File: config.mk
export PLATFORM = sky130hd
export DESIGN_NAME = fft_reorder_buffer
export DESIGN_NICKNAME = d
export VERILOG_FILES = /design/src/rtl/fft_pkg.sv /design/src/rtl/fft_index_permute.sv /design/src/rtl/fft_reorder_buffer.sv
export SDC_FILE = /design/constraint.sdc
export NUM_CORES = 2
export LEC_CHECK = 0
export CAP_MARGIN = 10
export CORE_AREA = 2 2 401 403
export DETAILED_ROUTE_END_ITERATION = 16
export DIE_AREA = 0 0 403 405
export PLACE_DENSITY = 0.65
export SYNTH_ARGS = -nofsm -noshare
export SYNTH_HDL_FRONTEND = slang
export SYNTH_HIERARCHICAL = 1
export SYNTH_SLANG_ARGS = --single-unit
File: constraint.sdc
create_clock -name clk -period 2.3 [get_ports clk]
set_input_delay 0.46 -clock clk [delete_from_list [all_inputs] [get_ports clk]]
set_output_delay 0.46 -clock clk [all_outputs]
set_load 0.005 [all_outputs]
File: src/rtl/fft_pkg.sv
// rtl/fft_pkg.sv - shared mode encodings and index helpers for the FFT reorder path
package fft_pkg;

    typedef enum logic [1:0] {
        MODE_ID  = 2'd0,
        MODE_EO  = 2'd1,
        MODE_BR  = 2'd2,
        MODE_RSV = 2'd3
    } fft_mode_e;

    function automatic int unsigned bitrev(input int unsigned idx, input int unsigned width);
        int unsigned r;
        r = 0;
        for (int unsigned b = 0; b < width; b++) begin
            r = (r << 1) | ((idx >> b) & 32'd1);
        end
        return r;
    endfunction

endpackage

File: src/rtl/fft_index_permute.sv
// rtl/fft_index_permute.sv - combinational per-lane index permutation of one frame
module fft_index_permute
    import fft_pkg::*;
#(
    parameter int DATA_WIDTH = 8,
    parameter int N_POINTS   = 32
) (
    input  logic [1:0]                     mode,
    input  logic [N_POINTS*DATA_WIDTH-1:0] in_real,
    input  logic [N_POINTS*DATA_WIDTH-1:0] in_imag,
    output logic [N_POINTS*DATA_WIDTH-1:0] out_real,
    output logic [N_POINTS*DATA_WIDTH-1:0] out_imag
);

    localparam int LOG2_N = $clog2(N_POINTS);
    localparam int HALF   = N_POINTS / 2;

    logic sel_eo;
    logic sel_br;

    assign sel_eo = (mode == MODE_EO);
    assign sel_br = (mode == MODE_BR);

    // Each output lane picks its source lane from constants fixed at elaboration.
    for (genvar i = 0; i < N_POINTS; i++) begin : g_lane
        localparam int EO_SRC = (i < HALF) ? (2 * i) : (2 * (i - HALF) + 1);
        localparam int BR_SRC = int'(bitrev(i, LOG2_N));

        assign out_real[i*DATA_WIDTH +: DATA_WIDTH] =
            sel_eo ? in_real[EO_SRC*DATA_WIDTH +: DATA_WIDTH] :
            sel_br ? in_real[BR_SRC*DATA_WIDTH +: DATA_WIDTH] :
                     in_real[i*DATA_WIDTH +: DATA_WIDTH];

        assign out_imag[i*DATA_WIDTH +: DATA_WIDTH] =
            sel_eo ? in_imag[EO_SRC*DATA_WIDTH +: DATA_WIDTH] :
            sel_br ? in_imag[BR_SRC*DATA_WIDTH +: DATA_WIDTH] :
                     in_imag[i*DATA_WIDTH +: DATA_WIDTH];
    end

endmodule

File: src/rtl/fft_reorder_buffer.sv
// rtl/fft_reorder_buffer.sv - two-entry ping-pong frame store with write-side permutation
module fft_reorder_buffer
    import fft_pkg::*;
#(
    parameter int DATA_WIDTH = 8,
    parameter int N_POINTS   = 32
) (
    input  logic                           clk,
    input  logic                           rst_n,
    input  logic                           in_valid,
    output logic                           in_ready,
    input  logic [1:0]                     in_mode,
    input  logic [N_POINTS*DATA_WIDTH-1:0] in_real,
    input  logic [N_POINTS*DATA_WIDTH-1:0] in_imag,
    output logic                           out_valid,
    input  logic                           out_ready,
    output logic [N_POINTS*DATA_WIDTH-1:0] out_real,
    output logic [N_POINTS*DATA_WIDTH-1:0] out_imag,
    output logic [1:0]                     out_mode,
    output logic                           mode_err
);

    localparam int FW = N_POINTS * DATA_WIDTH;

    logic [FW-1:0] perm_real;
    logic [FW-1:0] perm_imag;

    logic [FW-1:0] real_q [2];
    logic [FW-1:0] real_d [2];
    logic [FW-1:0] imag_q [2];
    logic [FW-1:0] imag_d [2];
    logic [1:0]    mode_q [2];
    logic [1:0]    mode_d [2];
    logic          wr_ptr_q, wr_ptr_d;
    logic          rd_ptr_q, rd_ptr_d;
    logic [1:0]    count_q, count_d;
    logic          mode_err_q, mode_err_d;
    logic          push, pop;

    fft_index_permute #(
        .DATA_WIDTH (DATA_WIDTH),
        .N_POINTS   (N_POINTS)
    ) u_permute (
        .mode     (in_mode),
        .in_real  (in_real),
        .in_imag  (in_imag),
        .out_real (perm_real),
        .out_imag (perm_imag)
    );

    assign in_ready  = (count_q != 2'd2);
    assign out_valid = (count_q != 2'd0);
    assign out_real  = real_q[rd_ptr_q];
    assign out_imag  = imag_q[rd_ptr_q];
    assign out_mode  = mode_q[rd_ptr_q];
    assign mode_err  = mode_err_q;

    assign push = in_valid & in_ready;
    assign pop  = out_valid & out_ready;

    always_comb begin
        real_d     = real_q;
        imag_d     = imag_q;
        mode_d     = mode_q;
        wr_ptr_d   = wr_ptr_q;
        rd_ptr_d   = rd_ptr_q;
        count_d    = count_q;
        mode_err_d = mode_err_q;

        if (push) begin
            real_d[wr_ptr_q] = perm_real;
            imag_d[wr_ptr_q] = perm_imag;
            mode_d[wr_ptr_q] = in_mode;
            wr_ptr_d         = ~wr_ptr_q;
            if (in_mode == MODE_RSV) begin
                mode_err_d = 1'b1;
            end
        end

        if (pop) begin
            rd_ptr_d = ~rd_ptr_q;
        end

        // Push and pop together leave occupancy unchanged.
        if (push && !pop) begin
            count_d = count_q + 2'd1;
        end else if (pop && !push) begin
            count_d = count_q - 2'd1;
        end
    end

    always_ff @(posedge clk) begin
        if (!rst_n) begin
            real_q     <= '{default: '0};
            imag_q     <= '{default: '0};
            mode_q     <= '{default: '0};
            wr_ptr_q   <= 1'b0;
            rd_ptr_q   <= 1'b0;
            count_q    <= 2'd0;
            mode_err_q <= 1'b0;
        end else begin
            real_q     <= real_d;
            imag_q     <= imag_d;
            mode_q     <= mode_d;
            wr_ptr_q   <= wr_ptr_d;
            rd_ptr_q   <= rd_ptr_d;
            count_q    <= count_d;
            mode_err_q <= mode_err_d;
        end
    end

endmodule

==> results.toml <==
[outcome]
status = "finished with violations"
violations = "negative setup slack"

[die]
die-area_um2 = 163000
chipWidth_um = 403
fp-row-count = 147
ioPinCount = 1035
die_h_um = 405
initial_core_util_pct = 35.3
core_um2 = 159000

[clock_tree]
clock-sinks = 1033
cts_tree = "yes"
cts_buffer_depth = 3
cts_hold_buf = 0
htreeDepth = 3
clk_pin_slew_ps = 60
cts-root-buf = "clkbuf_16"
insertion_delay_ps = 730
cts_inserted_buffers = 116

[power_and_ir_drop]
p_per_area_nw_per_um2 = 842
max-vdd-ir-drop_mv = 0.713
power_w = 0.0626
power_leakage_nw = 34.2

[logic_synthesis]
synthTopCellsByCount = "mux2i_1, nand2_1, dfxtp_1"
yosysMostFrequentCell = "mux2i_1"
synth_edf_count = 0
avgSynthCellArea_um2 = 9.89
ys_seq_area_share_pct = 36.8
synth_top_area_share_pct = 36.8
synth_warnings = 6
synth-seq-cells = 1033
netlist_instances = 5687
yosys.cell_types.count = 28
syn_area_um2 = 56200
synth_area_leaders = "dfxtp_1, mux2i_1, mux2_2"
synth_nets = 6206
yosys_most_used_dff = "dfxtp_1"
ys_async_sr_fraction_pct = 0
yosysTopAreaCell = "dfxtp_1"

[place]
gp_congestion = 0.968
hpwlAfterDp_mm = 171
port-buffer-count = 1034
dpl_worst_slack_ps = -94.3

[worst_setup_path]
worstSetupStartpoint = "rd_ptr_q"
cp.arrival_ps = 2570
critPathMaxFanout = 13
cp-start-kind = "register"
crit_required_ps = 1840
cp_slowest_cell = "clkdlybuf4s50_1"
r2r_start = "count_q[0]"
path_buf_inv = 3
critPathMaxStageDelay_ps = 470
crit_type = "reg -> out"
reg2reg_depth = 5
cp_cell_sequence = "buf_12, bufbuf_16, mux2_2, clkdlybuf4s50_1"
critPathCaptureType = "output port"
crit_family = "buffers and inverters"
cp.depth = 4

[drt]
routedWlPerCell_um = 25.1
routed_via_density = 5.20
wl_mm = 222
vias = 46000
first_iter_violations = 3172
drt_first_pass_iters = 8
drc = 0
drtAntennaViolNets = 0

[min_path]
hold_class = "in -> reg"
hold_path_depth = 3
hp-start = "rst_n"

[global_route]
grt_pass1_vias = 46400
grt_pass1_wl_mm = 314
grt_antenna_before_repair = 49
grt.total_usage_pct = 25.8
grt-ovfl-total = 0
grt_max_degree = 124

[timing]
final_max_slew_viol_count = 0
fin_ws_ps = -726
fin_skew_ps = 27.2
worstMarginPinSlew_ps = 739
max_freq_mhz = 330
setup_viol_count_final = 516
hold_viol = 0
final.min_clock_period_ps = 3030
finalSetupTns_ps = -307690
period_share_pct = 132
slew_headroom_pct = 50.7
rsz0062_at_grt = "yes"

[layout]
nNetsFinal = 7155
fillers = 14800
drive_above_1_share_pct = 17.9
syn_to_final_growth_pct = 32.2

[run]
maxCapViolations = 0
[sequential cells by signal, indices dropped and copies added (netlist names)]
name      cells
count_q       2
rd_ptr_q      1
imag_q      512
mode_q        4
real_q      512
wr_ptr_q      1
mode_err      1
[path summary, 6_finish.rpt]
| path | end | slack, ps |
|---|---|---|
| setup / recovery | out_real[89] | -730 |
| hold / removal | imag_q[126] | 170 |
| setup reg to reg | real_q[411] | 500 |
| hold reg to reg | imag_q[342] | 450 |
[layer usage]
| metal | GRT usage (%) | wire length [um] | vias to the layer above |
|---|---|---|---|
| li1 | - | - | 21500 |
| met1 | 32.8 | 96000 | 22500 |
| met2 | 40.9 | 100000 | 1484 |
| met3 | 6.00 | 14000 | 448 |
| met4 | 13.0 | 12000 | 38 |
| met5 | 0 | 264 | - |
[final cells by class]
class	instances	area, um^2	area share (%)
multi-input cells	4161	33000	44.4
flip-flops and latches	1033	20700	27.8
repair buffers	1324	13900	18.7
clock buffers	162	3300	4.43
well taps	2086	2610	3.51
clock inverters	56	786	1.06
diodes	21	52.6	0.0707
[placed cells by master (no fill, tap or decap), types with 2 or more instances in the layout]
master	n
o21ai_0	2
buf_2	4
dlygate4sd2_1	19
mux2i_1	1892
dlymetal6s2s_1	8
clkinv_2	23
mux2_4	38
buf_8	3
buf_6	17
buf_12	99
clkbuf_8	22
clkinv_4	4
and2_1	3
buf_4	174
clkdlybuf4s15_2	5
nand2b_4	2
clkbuf_16	118
clkinvlp_4	5
buf_16	7
bufbuf_16	2
clkbuf_1	24
a21boi_0	2
mux2_1	40
dfxtp_1	1032
clkdlybuf4s15_1	4
inv_6	4
xnor2_1	2
diode_2	21
clkdlybuf4s50_1	954
mux2_2	628
clkbuf_2	26
clkinv_8	2
bufinv_16	14
clkinv_16	3
nand2_1	1542
[through the flow]
stage | hold WS, ps | cell area [um^2] | instances | utilization [%]
after detailed placement | 443 | 70000 | 8596 | 43.9
after CTS | 107 | 74300 | 8820 | 46.6
after global routing | 126 | 74300 | 8838 | 46.7
after floorplan | 432 | 56200 | 5687 | -
after global placement | 439 | 70000 | 8596 | 43.9
final | 169 | 74300 | 8843 | 46.7
[tightest hold or removal path, stage by stage]
cell,delay [ps]
buf_8,210
nand2_1,120
mux2i_1,60
[cell families (layout without fill, tap and decap cells)]
logic type	Yosys count	after routing	share of synthesized area, %
compound gates	6	6	0.0734
buf+inv	493	1542	4.80
mux	2598	2598	47.8
xor+xnor	4	4	0.0757
fa+ha+maj	1	1	0.0223
simple gates	1552	1552	10.4
other cells	0	21	0
flops	1033	1033	36.8
[timing repair]
| item | 4_1_cts | 5_1_grt |
|---|---|---|
| gates resized for setup | 129 | 90 |
| cloned | 3 | 2 |
| pin swaps | 0 | 0 |
| setup endpoints to repair | 516 | 516 |
| buffers inserted | 3 | 0 |
[power breakdown]
group	leakage, nW	internal (W)	switching [W]
combinational	23.8	0.0110	0.0103
clock	2.00	0.0116	0.00815
sequential	8.44	0.0201	0.00139
total	34.2	0.0428	0.0198
Power figures use the tool's default switching activity.
